$ cat src/rtl/pipeline_pkg.sv
// Shared pipeline-control definitions: hazard FSM encoding, register-zero constant
// and the default memory-wait timeout, plus the load-use hazard predicate.
package pipeline_pkg;

  typedef enum logic [1:0] {
    RUN        = 2'd0,
    LOAD_STALL = 2'd1,
    MEM_WAIT   = 2'd2
  } hazard_state_t;

  localparam logic [4:0] REG_ZERO               = 5'd0;
  localparam int         DEFAULT_TIMEOUT_CYCLES = 64;

  // A load into $0 never creates a dependency, so it never stalls.
  function automatic logic is_load_use(
    input logic       ex_mem_read,
    input logic [4:0] ex_rt,
    input logic [4:0] id_rs,
    input logic [4:0] id_rt,
    input logic       id_uses_rt
  );
    return ex_mem_read && (ex_rt != REG_ZERO) &&
           ((ex_rt == id_rs) || (id_uses_rt && (ex_rt == id_rt)));
  endfunction

endpackage

$ cat src/rtl/hazard_wait_timer.sv
// Saturating wait-cycle counter with a sticky timeout flag; usable for any
// memory port that can hold off the pipeline.
module hazard_wait_timer
  import pipeline_pkg::*;
#(
  parameter int TIMEOUT_CYCLES = DEFAULT_TIMEOUT_CYCLES
) (
  input  logic clk,
  input  logic rst_n,
  input  logic i_start,
  input  logic i_inc,
  input  logic i_clear,
  output logic o_timeout
);

  localparam int CW = $clog2(TIMEOUT_CYCLES + 1);
  localparam logic [CW-1:0] LIMIT = CW'(TIMEOUT_CYCLES);

  logic [CW-1:0] r_count;
  logic [CW-1:0] w_nextCount;
  logic          r_timeout;

  always_comb begin
    w_nextCount = r_count;
    if (i_clear) begin
      w_nextCount = '0;
    end else if (i_start) begin
      w_nextCount = CW'(1);
    end else if (i_inc && (r_count < LIMIT)) begin
      w_nextCount = r_count + CW'(1);
    end
  end

  // The flag is sticky: only reset clears it, even after the wait resolves.
  always_ff @(posedge clk or negedge rst_n) begin
    if (!rst_n) begin
      r_count   <= '0;
      r_timeout <= 1'b0;
    end else begin
      r_count <= w_nextCount;
      if (w_nextCount >= LIMIT) begin
        r_timeout <= 1'b1;
      end
    end
  end

  assign o_timeout = r_timeout;

endmodule

$ cat src/rtl/hazard_stall_unit.sv
// Stall/flush/freeze control for hazards that forwarding cannot resolve.
// Optional statistics counters are built when HAZARD_STATS_EN is defined.
module hazard_stall_unit
  import pipeline_pkg::*;
#(
  parameter int TIMEOUT_CYCLES = DEFAULT_TIMEOUT_CYCLES
`ifdef HAZARD_STATS_EN
  , parameter int CNT_W = 16
`endif
) (
  input  logic             clk,
  input  logic             reset,
  input  logic [4:0]       IF_ID_RS,
  input  logic [4:0]       IF_ID_RT,
  input  logic             ID_UsesRT,
  input  logic [4:0]       ID_EX_RT,
  input  logic             ID_EX_MemRead,
  input  logic             ID_Jump,
  input  logic             EX_BranchTaken,
  input  logic             MEM_Req,
  input  logic             MEM_Ready,
  output logic             PC_Write,
  output logic             IF_ID_Write,
  output logic             IF_ID_Flush,
  output logic             ID_EX_Flush,
  output logic             EX_MEM_Write,
  output logic             Mem_Timeout
`ifdef HAZARD_STATS_EN
  , output logic [CNT_W-1:0] Stall_Cycles
  , output logic [CNT_W-1:0] Flush_Count
`endif
);

  hazard_state_t r_state;
  hazard_state_t w_nextState;
  logic          w_memWait;
  logic          w_loadUse;
  logic          w_timerStart;
  logic          w_timerInc;
  logic          w_timerClear;

  assign w_memWait = MEM_Req && !MEM_Ready;
  assign w_loadUse = is_load_use(ID_EX_MemRead, ID_EX_RT, IF_ID_RS, IF_ID_RT, ID_UsesRT);

  always_ff @(posedge clk or negedge reset) begin
    if (!reset) begin
      r_state <= RUN;
    end else begin
      r_state <= w_nextState;
    end
  end

  // LOAD_STALL evaluates hazards exactly like RUN but can never chain a second stall.
  always_comb begin
    w_nextState  = r_state;
    PC_Write     = 1'b1;
    IF_ID_Write  = 1'b1;
    IF_ID_Flush  = 1'b0;
    ID_EX_Flush  = 1'b0;
    EX_MEM_Write = 1'b1;
    w_timerStart = 1'b0;
    w_timerInc   = 1'b0;
    w_timerClear = 1'b0;
    unique case (r_state)
      RUN, LOAD_STALL: begin
        w_nextState = RUN;
        if (w_memWait) begin
          PC_Write     = 1'b0;
          IF_ID_Write  = 1'b0;
          EX_MEM_Write = 1'b0;
          w_timerStart = 1'b1;
          w_nextState  = MEM_WAIT;
        end else if (EX_BranchTaken) begin
          IF_ID_Flush = 1'b1;
          ID_EX_Flush = 1'b1;
        end else if (w_loadUse) begin
          PC_Write    = 1'b0;
          IF_ID_Write = 1'b0;
          ID_EX_Flush = 1'b1;
          if (r_state == RUN) begin
            w_nextState = LOAD_STALL;
          end
        end else if (ID_Jump) begin
          IF_ID_Flush = 1'b1;
        end
      end
      MEM_WAIT: begin
        if (w_memWait) begin
          PC_Write     = 1'b0;
          IF_ID_Write  = 1'b0;
          EX_MEM_Write = 1'b0;
          w_timerInc   = 1'b1;
        end else begin
          w_timerClear = 1'b1;
          w_nextState  = RUN;
        end
      end
      default: w_nextState = RUN;
    endcase
    if (!reset) begin
      PC_Write     = 1'b1;
      IF_ID_Write  = 1'b1;
      IF_ID_Flush  = 1'b0;
      ID_EX_Flush  = 1'b0;
      EX_MEM_Write = 1'b1;
    end
  end

  hazard_wait_timer #(
    .TIMEOUT_CYCLES(TIMEOUT_CYCLES)
  ) u_waitTimer (
    .clk      (clk),
    .rst_n    (reset),
    .i_start  (w_timerStart),
    .i_inc    (w_timerInc),
    .i_clear  (w_timerClear),
    .o_timeout(Mem_Timeout)
  );

`ifdef HAZARD_STATS_EN
  logic [CNT_W-1:0] r_stallCycles;
  logic [CNT_W-1:0] r_flushCount;

  always_ff @(posedge clk or negedge reset) begin
    if (!reset) begin
      r_stallCycles <= '0;
      r_flushCount  <= '0;
    end else begin
      if (!PC_Write && (r_stallCycles != '1)) begin
        r_stallCycles <= r_stallCycles + CNT_W'(1);
      end
      if ((IF_ID_Flush || ID_EX_Flush) && (r_flushCount != '1)) begin
        r_flushCount <= r_flushCount + CNT_W'(1);
      end
    end
  end

  assign Stall_Cycles = r_stallCycles;
  assign Flush_Count  = r_flushCount;
`endif

endmodule

$ cat config.mk
export PLATFORM = sky130hd
export DESIGN_NAME = hazard_stall_unit
export DESIGN_NICKNAME = d
export VERILOG_FILES = /design/src/rtl/pipeline_pkg.sv /design/src/rtl/hazard_wait_timer.sv /design/src/rtl/hazard_stall_unit.sv
export SDC_FILE = /design/constraint.sdc
export NUM_CORES = 1
export LEC_CHECK = 0
export CORE_AREA = 8 8 55 52
export CTS_CLUSTER_SIZE = 16
export DETAILED_ROUTE_END_ITERATION = 6
export DIE_AREA = 0 0 63 60
export GPL_ROUTABILITY_DRIVEN = 1
export PLACE_DENSITY_LB_ADDON = 0.3
export RECOVER_POWER = 100
export REMOVE_ABC_BUFFERS = 1
export SLEW_MARGIN = 20
export SYNTH_ARGS = -nofsm -noshare
export SYNTH_HDL_FRONTEND = slang
export SYNTH_SLANG_ARGS = --single-unit
$ cat constraint.sdc
create_clock -name clk -period 1.6 [get_ports clk]
set_clock_uncertainty 0.1 [all_clocks]
set_input_delay 0.16 -clock clk [delete_from_list [all_inputs] [get_ports clk]]
set_output_delay 0.16 -clock clk [all_outputs]
set_load 0.01 [all_outputs]
# ---- Word level (Yosys, flattened, before mapping)
# Cells that the tools add are included.
dict set report totals {
  in_bits 23
  reg_bits 10
  output_inout_bits 6
  word_cells 54
}
dict set report op_classes {
  n_reduce_logical 11
  add_sub_neg 1
  mux 32
  n_eq_ne 5
  magnitude_cmp 2
}
# op count
set ops {}
lappend ops {{1-bit 2-to-1 mux} 25}
lappend ops {{7-bit 2-to-1 mux} 3}
lappend ops {{5-bit equality test} 2}
lappend ops {{7-bit by 1-bit adder with 7-bit output, second input constant} 1}
lappend ops {{7-bit >= comparator, second input constant} 1}
lappend ops {{7-bit < comparator, second input constant} 1}
lappend ops {{1-bit logical AND} 5}
lappend ops {{5-bit nonzero test} 1}
lappend ops {{2-bit 2-to-1 mux} 2}
lappend ops {{2-bit one-hot mux with 2 select lines} 1}
lappend ops {{3-bit OR reduction} 1}
lappend ops {{2-bit by 1-bit equality test with 1-bit output, second input constant} 1}
lappend ops {{2-bit equality test, second input constant} 1}
lappend ops {{2-bit zero test} 1}
lappend ops {{2-bit inequality test, second input constant} 1}
lappend ops {{1-bit one-hot mux with 2 select lines} 1}
lappend ops {{2-bit OR reduction} 1}
lappend ops {{1-bit zero test} 1}
lappend ops {{1-bit logical OR} 1}

# ---- Depth between registers and ports, before layout
dict set report logic_depth {
  ltp_word 9
  depth_mapped 6
}

# ---- Cells and area by module
# From an unflattened synthesis, not the netlist that was laid out.
dict set report unflattened {
  cells_unflattened 77
  hier_area_um2 708.2
}
# mod area_each_um2 n_inst cells_each
set by_module_without_submodules {}
lappend by_module_without_submodules {hazard_wait_timer 410.4 1 39}
lappend by_module_without_submodules {hazard_stall_unit 297.8 1 38}

# ---- Least setup slack after synthesis
# No wires, ideal clock.
dict set report synth_path {
  path_kind {input port to output port}
  start {input port ID_EX_RT[1]}
  end {output port PC_Write}
  required_time_ns 1.340
  setup_slack_ns -0.167
  t_arrival_ns 1.507
  cell_stages 5
  path_cell_list {or4_1 o21ai_0 nor4_1 o21ai_0 buf_4}
}
dict set report synth_via {
  elab_chain_len 9
  word_cells_on_any_way 12
}
# item line
set synth_rtl {}
lappend synth_rtl {{from (decl)} hazard_stall_unit.sv:16} ;# input logic [4:0] ID_EX_RT,
lappend synth_rtl {{5-bit equality test} pipeline_pkg.sv:23} ;# ((ex_rt == id_rs) || (id_uses_rt && (ex_rt == id_rt)));
lappend synth_rtl {{1-bit logical AND} pipeline_pkg.sv:23}
lappend synth_rtl {{1-bit logical OR} pipeline_pkg.sv:23}
lappend synth_rtl {{1-bit logical AND (*)} pipeline_pkg.sv:22} ;# return ex_mem_read && (ex_rt != REG_ZERO) &&
lappend synth_rtl {{1-bit 2-to-1 mux (*) (3 in a row)} n/a}
lappend synth_rtl {{1-bit one-hot mux with 2 select lines (*)} n/a}
lappend synth_rtl {{1-bit 2-to-1 mux (*)} n/a}
lappend synth_rtl {{to (decl)} hazard_stall_unit.sv:22} ;# output logic PC_Write,
# Mark *: on every way between the ends. The rest lies on a longest branch, timed or not.

# ---- Final worst setup path
dict set report layout_path {
  start {input port ID_EX_RT[1]}
  end {output port PC_Write}
}
dict set report layout_via {
  elab_chain_len 9
  word_cells_on_any_way 12
}
# item line
set layout_rtl {}
lappend layout_rtl {{5-bit equality test} pipeline_pkg.sv:23}
lappend layout_rtl {{1-bit logical AND} pipeline_pkg.sv:23}
lappend layout_rtl {{1-bit logical OR} pipeline_pkg.sv:23}
lappend layout_rtl {{1-bit logical AND (*)} pipeline_pkg.sv:22}
lappend layout_rtl {{1-bit 2-to-1 mux (*)} hazard_stall_unit.sv:76} ;# end else if (w_loadUse) begin
lappend layout_rtl {{1-bit 2-to-1 mux (*)} hazard_stall_unit.sv:73} ;# end else if (EX_BranchTaken) begin
lappend layout_rtl {{1-bit 2-to-1 mux (*)} hazard_stall_unit.sv:67} ;# if (w_memWait) begin
lappend layout_rtl {{1-bit one-hot mux with 2 select lines (*)} hazard_stall_unit.sv:64} ;# unique case (r_state)
lappend layout_rtl {{1-bit 2-to-1 mux (*)} hazard_stall_unit.sv:100} ;# if (!reset) begin
# Marked as above.

==> run_results.csv <==
group,metric,value,unit
power,intPower,0.471,mW
cts,hold_buffers,0,
sta,timing.hold.ws,0.116,ns
final_layout,num-fill-cells,189,
synthesis,yosys_warnings,0,
cts,cts.path.max_buffers,2,
power,power.share.combinational,0.330,
synthesis,ys_async_sr_fraction,1.00,
outcome,violations,"setup timing",
synthesis,synth_edf_count,0,
worst_setup_path,cp_max_fo,3,
sta,setup_violations,5,
detailed_routing,vias_per_cell,4.63,
floorplan,die_y,60,um
run,drv_cap,0,
detailed_routing,dr.first_iter.drc_count,15,
grt,grt_start_max_net_pins,13,
worst_setup_path,endpoint_kind,"primary output",
power,max-vdd-ir-drop,0.265,mV
sta,relSlewSlack,0.826,
final_layout,drive_above_1_share,0.476,
final_layout,instances_no_fill,151,
synthesis,avgSynthCellArea,9.51,um2
floorplan,core.rowCount,16,
floorplan,core_region_area,2020,um2
synthesis,synthesis.area,666,um2
grt,grtUsageTotal,0.109,
final_layout,area_delta_synth_final,90.6,%
final_layout,final_nets,150,
final_layout,utilization,0.627,
sta,worst_slew_pin_slew,0.258,ns
synthesis,yosysTopAreaCell,"dfrtp_1",
detailed_routing,vias,699,
synthesis,ys_seq_area_frac,0.376,
worst_setup_path,critical_path_class,"in2out",
floorplan,die_w,63,um
place,port_buffers,28,
detailed_routing,wire_per_inst,13.3,um
grt,grt_pass1_wl,3.29,mm
place,place_area,1080,um2
sta,tns,-0.603,ns
cts,cts_tree,"yes",
sta,rsz0062_at_grt,"yes",
synthesis,ys_seq_elements,10,
final_layout,diodes,0,
floorplan,fp.dieArea,3780,um2
power,p_per_area,506,nW/um2
cts,insertion_delay,0.26,ns
cts,cts_root_buffer,"clkbuf_4",
detailed_routing,antenna_left,0,
synthesis,syn_inst,70,
cts,cts_buffers,3,
power,swShare,0.267,
power,p_clk_frac,0.255,
place,gp_congestion,0.750,
grt,grt_pass1_vias,767,
hold_path,min_path_type,"in2async",
power,switching_power,0.171,mW
worst_setup_path,cp.required,1.34,ns
synthesis,netlist.area_leader.share,0.376,
cts,htree_levels,1,
place,place_hpwl,1.45,mm
detailed_routing,firstDrtPassIters,4,
sta,period_share,1.11,
outcome,status,"finished, violations left",
place,pre_cts_slack,-1.02,ns
final_layout,fin_area,1270,um2
worst_setup_path,setup.worst_path.start_class,"input pin",
synthesis,synth-main-ff-cell,"dfrtp_1",
sta,slew_viol_final,0,
power,leakagePower,0.596,nW
sta,fmax,0.565,GHz
synthesis,synth_area_leaders,"dfrtp_1, xor2_1, nor2_1",
sta,final.setup.worst_slack,-0.170,ns
power,sequentialPowerShare,0.415,
floorplan,ioPinCount,29,
detailed_routing,route.detailed.drc,0,
detailed_routing,routed_wl,2.01,mm
synthesis,yosysUniqueCellTypes,30,
sta,hold_viol,0,
grt,grt_overflow_total,0,
worst_setup_path,arrival,1.51,ns
floorplan,start_util,0.329,
power,power,0.643,mW
place,placed_cells,139,
grt,antenna_found_initial,0,
sta,period_minus_slack,1.77,ns
cts,clkTransAtPathRegs,0.07,ns
cts,cts_sinks,10,
-- layout make-up --
type                       instances  area [um2]  area share
timing repair buffer              53         452       0.356
tap                               27        33.8      0.0266
sequential                        10         251       0.198
clock buffer                       3        22.5      0.0178
inverter                           1        3.75     0.00296
multi-input combinational         57         505       0.398
-- power by group through the flow --
stage / Clock, mW / Combinational [mW] / Sequential [mW]
5_1_grt: 0.178 / 0.230 / 0.267
3_5_place_dp: 0 / 0.184 / 0.271
3_3_place_gp: 0 / 0.180 / 0.270
4_1_cts: 0.168 / 0.187 / 0.267
2_1_floorplan: 0 / 0.0554 / 0.273
6_report: 0.164 / 0.212 / 0.267
-- layer usage --
layer,vias up,GRT usage,part of all wire
met5,-,0,0
li1,354,-,-
met2,24,0.193,0.51
met4,0,0.0487,0.011
met3,2,0.0393,0.069
met1,319,0.114,0.41
-- cell usage in the layout, fill, tap and decap left out, drive strengths merged --
master         synthesis  routed
nor2                   9       9
clkdlybuf4s15          0       1
nor3                   2       2
or3                    1       1
nor2b                  1       1
dlygate4sd2            0       7
inv                    1       1
nor4                   2       2
clkdlybuf4s50          0       7
mux2i                  1       1
clkbuf                 0       6
buf                    2      34
a32oi                  1       1
o21ai                  4       4
nor4b                  1       1
or2                    1       1
nand4                  2       2
o21a                   1       1
nand2                  4       4
nor3b                  1       1
a21o                   1       1
nand2b                 1       1
a21oi                  4       4
dlymetal6s2s           0       1
mux2                   1       1
ha                     1       1
xor2                  12      12
xnor2                  1       1
or4                    2       2
and2                   1       1
a31oi                  1       1
dfrtp                 10      10
a21boi                 1       1
-- cell usage after synthesis (2+ instances only) --
cell type / number
xor2_1: 12
dfrtp_1: 10
nor2_1: 9
a21oi_1: 4
nand2_1: 4
o21ai_0: 4
nor3_1: 2
nor4_1: 2
or4_1: 2
-- repair_timing --
action | 4_1_cts | 5_1_grt
setup buffers | 6 | 3
resized for setup | 62 | 30
setup endpoints to repair | 8 | 12
endpoints found under the hold margin | 0 | 0
pin swaps | 22 | 17
-- flip-flops by register name, summed over array words and instances, names as in the netlist --
register	flops
r_state	2
u_waitTimer.o_timeout	1
u_waitTimer.r_count	7
-- critical path, cell delays in order --
cell and delay (ns):
buf_6 0.10, buf_6 0.10, buf_4 0.12, xor2_1 0.15, nor3_1 0.21, a32oi_2 0.11
nor4_2 0.30, o21ai_1 0.11, buf_2 0.15
-- final timing paths --
| kind | endpoint | slack, ns | depth (start not counted) | start |
|---|---|---|---|---|
| worst max-delay path | PC_Write | -0.17 | 9 | ID_EX_RT[1] |
| worst min-delay path | u_waitTimer.r_count[3]$_DFF_PN0_ | 0.12 | 2 | reset |
| worst max register to register | u_waitTimer.r_count[5]$_DFF_PN0_ | -0.05 | 5 | r_state[0]$_DFFE_PN0P_ |
| worst min register to register | u_waitTimer.o_timeout$_DFFE_PN0P_ | 0.39 | 1 | u_waitTimer.o_timeout$_DFFE_PN0P_ |
| max in group asynchronous | r_state[0]$_DFFE_PN0P_ | 1.10 | 2 | reset |
| min in group clk | u_waitTimer.o_timeout$_DFFE_PN0P_ | 0.39 | 1 | u_waitTimer.o_timeout$_DFFE_PN0P_ |
-- cell families (layout without fill, tap and decap cells) --
logic type,count (synthesis),in the layout,share of synthesized area
simple gates,28,28,0.252
compound gates,13,13,0.117
xor+xnor,13,13,0.171
flops,10,10,0.376
buf+inv,3,57,0.0338
mux,2,2,0.0320
fa+ha+maj,1,1,0.0188
No activity file was read; power rests on OpenSTA's default activity.
==> edit: new RTL, same settings <==
Put a register stage on the output `Mem_Timeout`, without a reset. The value now appears one clock later. The other outputs are not delayed to match.
--- a/src/rtl/hazard_stall_unit.sv
+++ b/src/rtl/hazard_stall_unit.sv
@@ -30,6 +30,8 @@
   , output logic [CNT_W-1:0] Flush_Count
 `endif
 );
+
+  logic Mem_Timeout_d;
 
   hazard_state_t r_state;
   hazard_state_t w_nextState;
@@ -114,7 +116,7 @@
     .i_start  (w_timerStart),
     .i_inc    (w_timerInc),
     .i_clear  (w_timerClear),
-    .o_timeout(Mem_Timeout)
+    .o_timeout(Mem_Timeout_d)
   );
 
 `ifdef HAZARD_STATS_EN
@@ -139,5 +141,9 @@
   assign Flush_Count  = r_flushCount;
 `endif
 
+  always_ff @(posedge clk) begin
+    Mem_Timeout <= Mem_Timeout_d;
+  end
+
 endmodule
 
Behaviour: no difference found for any inputs over 10 cycles, from zero or initial values and one cycle with reset low; that may be too few to reach the edited logic, so the function may still have changed.
==> edit against the original RTL <==
  * The run still ends with negative setup slack left
  * Clock power increased by 13%
  * Worst hold slack improved by 160 ps
  * Worst setup slack improved by 67 ps
  * Register-to-register slack about the same
  * Area after synthesis increased by 7.5%
  * Cell count increased by 0.66%
  * Sequential cell count increased by 1
  * Power increased by 5.8%
  * Wire length increased by 5.8%
  * Synthesized cell count increased by 10%
  * Sequential share of layout area increased by 2.7 points
  * Final area decreased by 4.6%
==> edit: results (changes against the original RTL) <==
* Final Non-Filler Cells at 152 (+0.66%)
* Number of global-route vias before repair at 786 (+2.5%)
* Synth unique cells at 32 (+6.7%)
* Via Count at 755 (+8.0%)
* Mux contribution to synthesized area at 0 (-0.03195)
* Placed Area at 1124 um^2 (+3.9%)
* First-pass GRT wire length at 3519 um (+6.9%)
* Iter 0 DRT Violations at 18 (+3)
* Compound-Gate Fraction of Synth Area at 0.1171 (+0.0005915)
* Pin count of the biggest net entering global routing at 12 (-1)
* Outcome: finished, violations left
* Setup Viol. Count Final at 5 (unchanged)
* Net Sw Power at 179.8 uW (+5.0%)
* XOR/XNOR share of the synthesized area at 0.1591 (-0.01196)
* Hold slack at 275.7 ps (+159.3 ps)
* Dpl ws at -926.1 ps (+92.98 ps)
* Gpl congestion at 0.7410 (-1.1%)
* Gr usage total at 0.1170 (+0.008443)
* Worst Setup Slack, final at -102.9 ps (+66.85 ps)
* Failing checks: negative setup slack
* Detailed Place HPWL at 1699 um (+17%)
* CP max FO at 2 (-1)
* Worst hold path class: reg -> reg
* Adder-Cell Fraction of Synth Area at 0.01748 (-0.001314)
* Leakage power at 0.0005072 uW (-15%)
* Worst VDD drop at 0.5166 mV (+95%)
* DR WL/cell at 14.01 um (+5.1%)
==> edit: cell count changes after synthesis, moves of 2 or more <==
cell / before / now
nand3_1: 0 / 4
xnor2_1: 1 / 10
nor4_1: 2 / 0
nand4_1: 1 / 3
nor4b_1: 0 / 2
xor2_1: 12 / 3
nand2_1: 4 / 6
nor2_1: 9 / 5
==> edit: final cells by class <==
class	count	area, um^2
repair buffers	46	376.6
multi-input cells	63	496.7
clock buffers	4	26.28
well taps	27	33.78
inverters	1	3.754
flip-flops and latches	11	272.8
fillers	181	812.0
==> edit: per-layer routing <==
layer | global-route usage | routed length (um) | vias to the layer above
li1 | - | - | 372
met1 | 0.1272 | 933 | 356
met2 | 0.2146 | 1102 | 27
met3 | 0.03933 | 95 | 0
met4 | 0.02922 | 0 | 0
met5 | 0 | 0 | -
==> edit: path summary, 6_finish.rpt <==
path	end	cells past startpoint	from
max in group asynchronous	r_state[0]	3	reset
worst max register to register	u_waitTimer.o_timeout	6	r_state[0]
worst min register to register	Mem_Timeout	0	u_waitTimer.o_timeout
worst min-delay path	Mem_Timeout	0	u_waitTimer.o_timeout
min in group asynchronous	u_waitTimer.r_count[2]	3	reset
worst max-delay path	ID_EX_Flush	7	ID_EX_RT[3]
==> edit: power groups by stage <==
stage / clock network (uW) / registers [uW] / logic [uW]
4_1_cts: 196 / 295 / 189
3_5_place_dp: 0 / 300 / 191
3_3_place_gp: 0 / 300 / 187
2_1_floorplan: 0 / 302 / 68.3
5_1_grt: 209 / 297 / 213
6_report: 186 / 296 / 197
==> edit: what timing repair did <==
action	in CTS	in global routing
pin swaps	14	9
endpoints found under the setup margin	9	11
hold buffers	0	0
setup buffers	1	4
gates resized for setup	51	9
